<file path="config.mk">
export PLATFORM = sky130hd
export DESIGN_NAME = input_stage
export DESIGN_NICKNAME = d
export VERILOG_FILES = /design/src/rtl/linear_pkg.sv /design/src/rtl/vector_buffer.sv /design/src/rtl/input_stage.sv
export SDC_FILE = /design/constraint.sdc
export NUM_CORES = 1
export LEC_CHECK = 0
export BUFFER_PORTS_ARGS = -buffer_cell sky130_fd_sc_hd__clkbuf_2
export CAP_MARGIN = 15
export CORE_UTILIZATION = 53
export CTS_BUF_LIST = sky130_fd_sc_hd__clkbuf_4
export CTS_CLUSTER_DIAMETER = 50
export DETAILED_ROUTE_END_ITERATION = 12
export GPL_TIMING_DRIVEN = 0
export PLACE_DENSITY_LB_ADDON = 0.08
export SYNTH_ARGS = -nofsm -noshare
export SYNTH_HDL_FRONTEND = slang
export SYNTH_SLANG_ARGS = --single-unit
export TNS_END_PERCENT = 30
</file>
<file path="constraint.sdc">
create_clock -name clk -period 3.6 [get_ports clk]
set_clock_uncertainty 0.2 [all_clocks]
set_input_delay 0.18 -clock clk [delete_from_list [all_inputs] [get_ports clk]]
set_output_delay 0.18 -clock clk [all_outputs]
set_load 0.05 [all_outputs]
</file>
<file path="src/rtl/linear_pkg.sv">
// Shared types and defaults for the quantized linear layer datapath.
package linear_pkg;

   typedef enum logic {
      LOAD   = 1'b0,
      REPLAY = 1'b1
   } state_t;

   localparam int unsigned PRECISION_DEF      = 8;
   localparam int unsigned BIAS_PRECISION_DEF = 32;
   localparam int unsigned IN_FEATURES_DEF    = 16;
   localparam int unsigned OUT_NEURONS_DEF    = 4;

   // Counter widths for the default geometry; modules recompute for overrides.
   localparam int unsigned CNT_W  = $clog2(IN_FEATURES_DEF) + 1;
   localparam int unsigned PASS_W = $clog2(OUT_NEURONS_DEF) + 1;

endpackage

</file>
<file path="src/rtl/vector_buffer.sv">
// Activation vector store: one write port, registered-address read port.
module vector_buffer #(
   parameter int unsigned W     = 8,
   parameter int unsigned DEPTH = 16,
   parameter int unsigned AW    = $clog2(DEPTH)
) (
   input  logic          clk,
   input  logic          rst,
   input  logic          we,
   input  logic [AW-1:0] waddr,
   input  logic [W-1:0]  wdata,
   input  logic [AW-1:0] raddr,
   output logic [W-1:0]  rdata
);

   logic [W-1:0]  mem [DEPTH];
   logic [AW-1:0] raddr_q;

   // Storage array; contents are don't-care after reset.
   always_ff @(posedge clk) begin
      if (we) mem[waddr] <= wdata;
   end

   // Read address register so rdata comes purely from flops.
   always_ff @(posedge clk or negedge rst) begin
      if (!rst) raddr_q <= '0;
      else      raddr_q <= raddr;
   end

   assign rdata = mem[raddr_q];

endmodule

</file>
<file path="src/rtl/input_stage.sv">
// Buffers one activation vector, sums it into ai, and replays it once per
// output neuron to the MAC datapath.
module input_stage
   import linear_pkg::*;
#(
   parameter int unsigned PRECISION      = PRECISION_DEF,
   parameter int unsigned IN_FEATURES    = IN_FEATURES_DEF,
   parameter int unsigned OUT_NEURONS    = OUT_NEURONS_DEF,
   parameter int unsigned BIAS_PRECISION = BIAS_PRECISION_DEF
) (
   input  logic                               clk,
   input  logic                               rst,
   input  logic                               s_valid,
   output logic                               s_ready,
   input  logic [PRECISION-1:0]               s_data,
   output logic                               m_valid,
   input  logic                               m_ready,
   output logic [PRECISION-1:0]               m_data,
   output logic                               m_last,
   output logic [$clog2(OUT_NEURONS+0)+1-1:0] m_neuron,
   output logic [BIAS_PRECISION-1:0]          ai,
   output logic                               ai_valid,
   output logic                               busy
);

   localparam int unsigned CW = $clog2(IN_FEATURES) + 1;
   localparam int unsigned PW = $clog2(OUT_NEURONS) + 1;
   localparam int unsigned AW = $clog2(IN_FEATURES);

   state_t                    state, state_nxt;
   logic [CW-1:0]             elem_cnt, elem_nxt;
   logic [PW-1:0]             pass_cnt, pass_nxt;
   logic [BIAS_PRECISION-1:0] sum, sum_nxt;
   logic                      we;
   logic                      s_fire, m_fire;
   logic                      elem_last, pass_last;

   logic                      s_ready_d, m_valid_d, m_last_d, ai_valid_d, busy_d;
   logic [PW-1:0]             m_neuron_d;
   logic [BIAS_PRECISION-1:0] ai_d;

   assign s_fire    = s_valid & s_ready;
   assign m_fire    = m_valid & m_ready;
   assign elem_last = (elem_cnt == CW'(IN_FEATURES - 1));
   assign pass_last = (pass_cnt == PW'(OUT_NEURONS - 1));

   // State register.
   always_ff @(posedge clk or negedge rst) begin
      if (!rst) state <= LOAD;
      else      state <= state_nxt;
   end

   // Next state, counters, running sum and buffer write enable.
   always_comb begin
      state_nxt = state;
      elem_nxt  = elem_cnt;
      pass_nxt  = pass_cnt;
      sum_nxt   = sum;
      we        = 1'b0;
      case (state)
         LOAD: begin
            if (s_fire) begin
               we      = 1'b1;
               // First element restarts the sum so vectors never accumulate.
               sum_nxt = (elem_cnt == '0) ? BIAS_PRECISION'(s_data)
                                          : sum + BIAS_PRECISION'(s_data);
               if (elem_last) begin
                  elem_nxt  = '0;
                  pass_nxt  = '0;
                  state_nxt = REPLAY;
               end else begin
                  elem_nxt = elem_cnt + CW'(1);
               end
            end
         end
         REPLAY: begin
            if (m_fire) begin
               if (elem_last) begin
                  elem_nxt = '0;
                  if (pass_last) begin
                     pass_nxt  = '0;
                     state_nxt = LOAD;
                  end else begin
                     pass_nxt = pass_cnt + PW'(1);
                  end
               end else begin
                  elem_nxt = elem_cnt + CW'(1);
               end
            end
         end
         default: state_nxt = LOAD;
      endcase
   end

   // Next values of the registered outputs, all derived from the next state.
   always_comb begin
      s_ready_d  = 1'b0;
      m_valid_d  = 1'b0;
      m_last_d   = 1'b0;
      m_neuron_d = '0;
      ai_d       = '0;
      ai_valid_d = 1'b0;
      busy_d     = (state_nxt != LOAD) || (elem_nxt != '0);
      if (state_nxt == REPLAY) begin
         m_valid_d  = 1'b1;
         m_last_d   = (elem_nxt == CW'(IN_FEATURES - 1));
         m_neuron_d = pass_nxt;
         ai_d       = sum_nxt;
         ai_valid_d = 1'b1;
      end else begin
         s_ready_d = 1'b1;
      end
   end

   // Counter, sum and output registers.
   always_ff @(posedge clk or negedge rst) begin
      if (!rst) begin
         elem_cnt <= '0;
         pass_cnt <= '0;
         sum      <= '0;
         s_ready  <= 1'b0;
         m_valid  <= 1'b0;
         m_last   <= 1'b0;
         m_neuron <= '0;
         ai       <= '0;
         ai_valid <= 1'b0;
         busy     <= 1'b0;
      end else begin
         elem_cnt <= elem_nxt;
         pass_cnt <= pass_nxt;
         sum      <= sum_nxt;
         s_ready  <= s_ready_d;
         m_valid  <= m_valid_d;
         m_last   <= m_last_d;
         m_neuron <= m_neuron_d;
         ai       <= ai_d;
         ai_valid <= ai_valid_d;
         busy     <= busy_d;
      end
   end

   vector_buffer #(
      .W     (PRECISION),
      .DEPTH (IN_FEATURES),
      .AW    (AW)
   ) u_buf (
      .clk   (clk),
      .rst   (rst),
      .we    (we),
      .waddr (AW'(elem_cnt)),
      .wdata (s_data),
      .raddr (AW'(elem_nxt)),
      .rdata (m_data)
   );

endmodule

</file>
==> results of run 1 <==
[logic make-up (layout without fill, tap and decap cells)]
kind of cell	after synthesis	count (layout)	synth area share [%]
AO/OA/AOI/OAI	92	92	6.73
XOR/XNOR	13	13	1.29
adder cells (fa/ha/maj)	14	14	2.07
buffers and inverters	45	212	2.21
flip-flops	207	207	65.9
multiplexers	44	44	10.7
other	0	1	0
AND/OR/NAND/NOR	190	190	11.1
[report_power, final]
group          internal, mW  switching, mW
Sequential             2.78          0.138
Combinational          1.05           1.96
Clock                  1.16          0.915
Total                  4.99           3.01
[worst max-delay path, cell delays in order (launching register included)]
cell and delay [ps]:
dfrtp_1 390, buf_2 220, buf_2 410, mux4_2 590, mux4_2 510, clkbuf_2 260
[worst min path at each step]
stage                        from               endpoint  slack [ps]  cells past startpoint
after detailed placement      rst      sum[31]$_DFF_PN0_         -60                      1
final                     m_ready  m_neuron[2]$_DFF_PN0_         180                      3
after CTS                 m_ready  m_neuron[2]$_DFF_PN0_         130                      3
after global routing      m_ready  m_neuron[2]$_DFF_PN0_         180                      3
after floorplan               rst        ai[0]$_DFF_PN0_        -320                      0
after global placement    m_ready  m_neuron[2]$_DFF_PN0_         280                      2
[metrics by stage]
step                std cells  cell area, µm²  worst slack [ps]  hold slack [ps]  utilization (%)
detailed placement        882            9440               112            -59.2             58.8
CTS                       985           10300              86.6              133             64.0
finish                    989           10300               198              180             64.2
global route              989           10300              23.8              180             64.2
global placement          879            9400              65.9              281             58.5
floorplan                 605            8840               670             -316                -
[final cells by class]
cell class,count,share of cell area [%]
Sequential cell,207,56.5
Multi-Input combinational cell,353,27.4
Clock buffer,74,5.39
Timing Repair Buffer,77,4.79
Tap cell,216,2.62
Buffer,33,1.49
Clock inverter,16,1.36
Inverter,12,0.437
Antenna cell,1,0.0243
[repair_timing]
action / CTS / global route
pin swaps: 0 / 0
setup endpoints to repair: 6 / 20
endpoints found under the hold margin: 233 / 0
resized for setup: 2 / 2
hold buffers: 13 / 0
[metal layers]
layer | part of all wire (%) | vias to the layer above | global-route usage, %
met5 | 0 | - | 0
met4 | 1.7 | 0 | 8.24
met3 | 7.2 | 38 | 5.32
met2 | 48 | 208 | 36.8
met1 | 44 | 2831 | 35.3
li1 | - | 2621 | -
[cells in the final DEF, fill, tap and decap left out, drive strengths merged, types with 3 or more instances in the layout]
master       instances
and3                 5
inv                 12
ha                  13
xnor2                4
a31oi                5
clkinv              13
mux2i                3
dlygate4sd3         13
xor2                 9
or3                 12
mux4                40
nor3                 8
and2                 7
nor2                46
o311ai               5
or4                 17
o211ai               9
nand4                9
a21oi               25
o31ai                5
a21o                 4
dfrtp               79
nand3               14
o21ai               22
clkbuf             148
nor4                 3
nand2               55
edfxtp             128
bufinv               3
buf                 23
nand2b               4
[registers in the layout, summed over array words and instances, names as in the netlist]
| register | cells |
|---|---|
| s_ready | 1 |
| ai_valid | 1 |
| u_buf.raddr_q | 3 |
| ai | 32 |
| u_buf.mem | 128 |
| busy | 1 |
| pass_cnt | 3 |
| elem_cnt | 2 |
| sum | 32 |
| m_last | 1 |
| m_neuron | 3 |
==> impl_metrics.yaml, run 1 <==
status:
  outcome: "finished clean"
cts:
  ctsRootBufferMaster: "clkbuf_4"
  cts.clk_slew.worst_paths_ps: 60
  numCtsBuffers: 52
  post_cts_buffers: 0
  clock-sinks: 207
  clk_path_buf_depth: 3
  htreeDepth: 2
  cts_tree: "done"
  clk_latency_ps: 650
place:
  portBuffers: 58
  place.gp.congestion: 0.869
  dp_hpwl_um: 13300
global_routing:
  antenna_found_initial: 1
  overflow: 0
  grt_pass1_wl_um: 31700
  grt_max_degree: 57
  globalRouteTotalUtil_pct: 24.3
  grt_pass1_vias: 5740
synth:
  synth-edff-count: 128
  post-synth-top-count-cell: "edfxtp_1"
  synthTopCellsByArea: "edfxtp_1 (43%), dfrtp_1 (22%), mux4_2 (10%)"
  ys_seq_area_share_pct: 65.9
  ys.flop_type: "edfxtp_1"
  synth.distinct_cells: 61
  synthTopCellsByCount: "edfxtp_1 (128), dfrtp_1 (79), nand2_1 (55), nor2_1 (45), mux4_2 (40)"
  syn_area_mm2: 0.00884
  synth_top_area_share_pct: 43.5
  syn_area_per_cell_um2: 14.6
  ys_ff_latch: 207
  syn_nets: 631
  syn_inst: 605
  postSynth.asyncResetShare_pct: 38.2
  ys_warn_count: 0
  synth_area_leader_cell: "edfxtp_1"
timing:
  hold_viol: 0
  slew_headroom_pct: 39.3
  rsz0062_at_grt: "no"
  worst_pin_slew_ps: 908
  setup_viol_count_final: 0
  min_period_ps: 3400
  tns_ps: 0
  post-route-period-util_pct: 94.5
  max_freq_mhz: 294
  slew_viol_final: 0
worst_setup_path:
  endpoint_kind: "output pin"
  start_kind: "flop"
  critPathLaunch: "u_buf.raddr_q[0]$_DFF_PN0_"
  crit_type: "flop to output pin"
  worstPathMaxFanout: 10
  arrival_ps: 3020
  r2r_cells: 7
  reg2reg_slack_ps: 260
  crit_end: "m_data[6]"
  r2r_end: "u_buf.mem[1][4]$_DFFE_PP_"
  critPathRequiredTime_ps: 3220
  r2r_start: "ai_valid$_DFF_PN0_"
drt:
  routed_wl_um: 19700
  vias: 5698
  via_per_inst: 5.76
  dr.pass1.iters: 6
  post_drt_wl_per_cell_um: 20.0
  drt-initial-drc-count: 541
  ant_nets: 0
  drc: 0
power:
  power_mw: 8.00
  power.leakage_nw: 4.05
  ir_drop_v: 0.000488
  power_density_mw_per_mm2: 777
cells_and_area:
  drive_above_1_share_pct: 27.3
  fin_nets: 762
  multi_input_area_mm2: 0.00282
  n_fill_cell: 1198
  syn2layout_area_growth_pct: 16.6
  register_area_mm2: 0.00582
floorplan:
  dieArea_mm2: 0.0172
  die_w_um: 131
  fp-row-count: 46
  core_mm2: 0.0161
  die_h_um: 131
  initial_core_util_pct: 55.0
  io_pins: 60
run:
  drv_cap: 0
worst_hold_path:
  hold_class: "input port to flop"
Note: power is estimated with default switching activity, not from simulation.
==> run 2, diff against run 1 <==
--- a/config.mk
+++ b/config.mk
@@ -7,12 +7,13 @@
 export LEC_CHECK = 0
 export BUFFER_PORTS_ARGS = -buffer_cell sky130_fd_sc_hd__clkbuf_2
 export CAP_MARGIN = 15
-export CORE_UTILIZATION = 53
+export CORE_UTILIZATION = 63
 export CTS_BUF_LIST = sky130_fd_sc_hd__clkbuf_4
 export CTS_CLUSTER_DIAMETER = 50
 export DETAILED_ROUTE_END_ITERATION = 12
 export GPL_TIMING_DRIVEN = 0
-export PLACE_DENSITY_LB_ADDON = 0.08
+export PLACE_DENSITY_LB_ADDON = 0.25
+export SKIP_LAST_GASP = 1
 export SYNTH_ARGS = -nofsm -noshare
 export SYNTH_HDL_FRONTEND = slang
 export SYNTH_SLANG_ARGS = --single-unit
==> impl_metrics.yaml, run 2 (same netlist as run 1, synthesis figures left out) <==
drt:
  via_per_inst: 6.18
  vias: 5867
  ant_nets: 0
  routed_wl_um: 20200
  post_drt_wl_per_cell_um: 21.3
  drc: 0
  drt-initial-drc-count: 519
  dr.pass1.iters: 5
cells_and_area:
  layout_commonest_cell: "edfxtp_1"
  largest_reg_flops: 128
  drive_above_1_share_pct: 26.9
  syn2layout_area_growth_pct: 15.6
  n_fill_cell: 860
  largest-register: "u_buf.mem"
  largestRegisters: "u_buf.mem: 128 flops, ai: 32 flops, sum: 32 flops"
  layout_common_cells: "edfxtp_1 (128), dfrtp_1 (79), clkbuf_4 (71), clkbuf_2 (60), nand2_1 (55)"
  fin_nets: 759
  final_cells: 949
cts:
  post_cts_buffers: 0
  numCtsBuffers: 49
  cts_tree: "done"
  clock-sinks: 207
  clk_latency_ps: 650
  ctsRootBufferMaster: "clkbuf_4"
  htreeDepth: 2
  clk_path_buf_depth: 3
  cts.clk_slew.worst_paths_ps: 70
floorplan:
  die_w_um: 120
  io_pins: 60
  die_h_um: 120
  fp-row-count: 42
  initial_core_util_pct: 65.7
  dieArea_mm2: 0.0145
  core_mm2: 0.0135
timing:
  max_freq_mhz: 293
  slew_viol_final: 0
  hold_viol: 0
  slew_headroom_pct: 32.6
  min_period_ps: 3420
  rsz0062_at_grt: "no"
  worst_pin_slew_ps: 1010
  post-route-period-util_pct: 94.9
  tns_ps: 0
  setup_viol_count_final: 0
  hold_slack_ps: 179
worst_setup_path:
  crit_type: "flop to output pin"
  r2r_cells: 7
  max_stage_delay_ps: 610
  crit_chain: "buf_2 > buf_2 > mux4_2 > mux4_2 > clkbuf_2"
  cpMaxStageDelayCell: "mux4_2"
  r2r_start: "s_ready$_DFF_PN0_"
  start_kind: "flop"
  arrival_ps: 3040
  endpoint_kind: "output pin"
  critPathRequiredTime_ps: 3220
  reg2reg_slack_ps: 200
  worstPathMaxFanout: 10
  crit_buf_inv: 3
  r2r_end: "u_buf.mem[0][2]$_DFFE_PP_"
  cpLargestDelayFamily: "multiplexers"
run:
  drv_cap: 0
power:
  pwr-share-comb_pct: 38.4
  pwr-share-seq_pct: 36.9
  power.leakage_nw: 4.03
  ir_drop_v: 0.000553
  power_density_mw_per_mm2: 777
  p_sw_share_pct: 38.5
  pwr-share-clk_pct: 24.7
  netSwitchingPower_mw: 3.06
  internal-power_mw: 4.88
global_routing:
  grt_pass1_vias: 6043
  antenna_found_initial: 0
  grt_max_degree: 53
  overflow: 0
  grt_pass1_wl_um: 31700
  globalRouteTotalUtil_pct: 29.7
status:
  outcome: "finished clean"
place:
  place_inst: 844
  dp_hpwl_um: 13400
  portBuffers: 58
  place.gp.congestion: 0.906
worst_hold_path:
  hold_class: "input port to flop"
  min-delay-start: "m_ready"
  hold-path-endpoint: "m_neuron[2]$_DFF_PN0_"
  holdPathStages: 3
[run 2: cell count changes in the layout (fill, tap and decap cells not counted)]
cell,previous run,this run
clkinv_1,12,15
bufinv_16,3,2
buf_2,16,15
buf_4,4,6
clkinv_2,1,3
clkbuf_4,76,71
[run 2: stage by stage]
step	util [%]	power [mW]	setup slack, ps	cell area [µm²]
after floorplan	-	5.18	670	8840
after detailed placement	69.9	5.96	82.8	9410
final	75.9	7.94	184	10200
after CTS	75.8	7.94	148	10200
after global placement	69.5	5.85	89.8	9350
after global routing	75.9	8.29	29.8	10200
[run 2: tightest hold or removal path: cells and delay by family]
kind | cells | cell delay, ps
AOI/OAI and AO/OA | 1 | 100
buffers and inverters | 2 | 700
[run 2: power by group through the flow]
| stage | clock network [mW] | logic (mW) | registers, mW |
|---|---|---|---|
| floorplan | 0 | 1.99 | 3.20 |
| finish | 1.96 | 3.05 | 2.93 |
| global route | 2.10 | 3.24 | 2.95 |
| detailed placement | 0 | 2.99 | 2.97 |
| global placement | 0 | 2.90 | 2.95 |
| CTS | 1.98 | 3.03 | 2.92 |
[run 2: per-layer routing]
metal	global-route usage [%]	vias to the layer above	part of all wire, %
met2	47.0	303	49
met5	0	-	0
li1	-	2614	-
met1	39.2	2908	40
met4	11.2	0	2.1
met3	9.01	42	8.9
[run 2: layout make-up]
cell class                      instances  area, µm²  area share [%]
Antenna cell                            1       2.50          0.0245
Clock inverter                         20        131            1.29
Buffer                                 33        154            1.51
Tap cell                              176        220            2.16
Sequential cell                       207       5820            57.0
Multi-Input combinational cell        353       2820            27.6
Clock buffer                           70        526            5.14
Inverter                               12       45.0           0.441
Timing Repair Buffer                   77        495            4.85
[run 2: worst max-delay path by stage]
stage                               startpoint                   endpoint  slack (ps)  depth (start not counted)
floorplan                    s_ready$_DFF_PN0_  u_buf.mem[0][0]$_DFFE_PP_         670                          6
CTS                 u_buf.raddr_q[0]$_DFF_PN0_                  m_data[6]         150                          5
global placement            ai_valid$_DFF_PN0_  u_buf.mem[0][4]$_DFFE_PP_          90                          6
finish              u_buf.raddr_q[0]$_DFF_PN0_                  m_data[6]         180                          5
detailed placement  u_buf.raddr_q[1]$_DFF_PN0_          sum[23]$_DFF_PN0_          80                         10
global route                ai_valid$_DFF_PN0_  u_buf.mem[0][5]$_DFFE_PP_          30                          7
[run 2: repair_timing]
action                                  CTS  global route
endpoints found under the hold margin   234             0
resized for setup                         3             0
endpoints found under the setup margin    8             0
hold buffers                             13             0
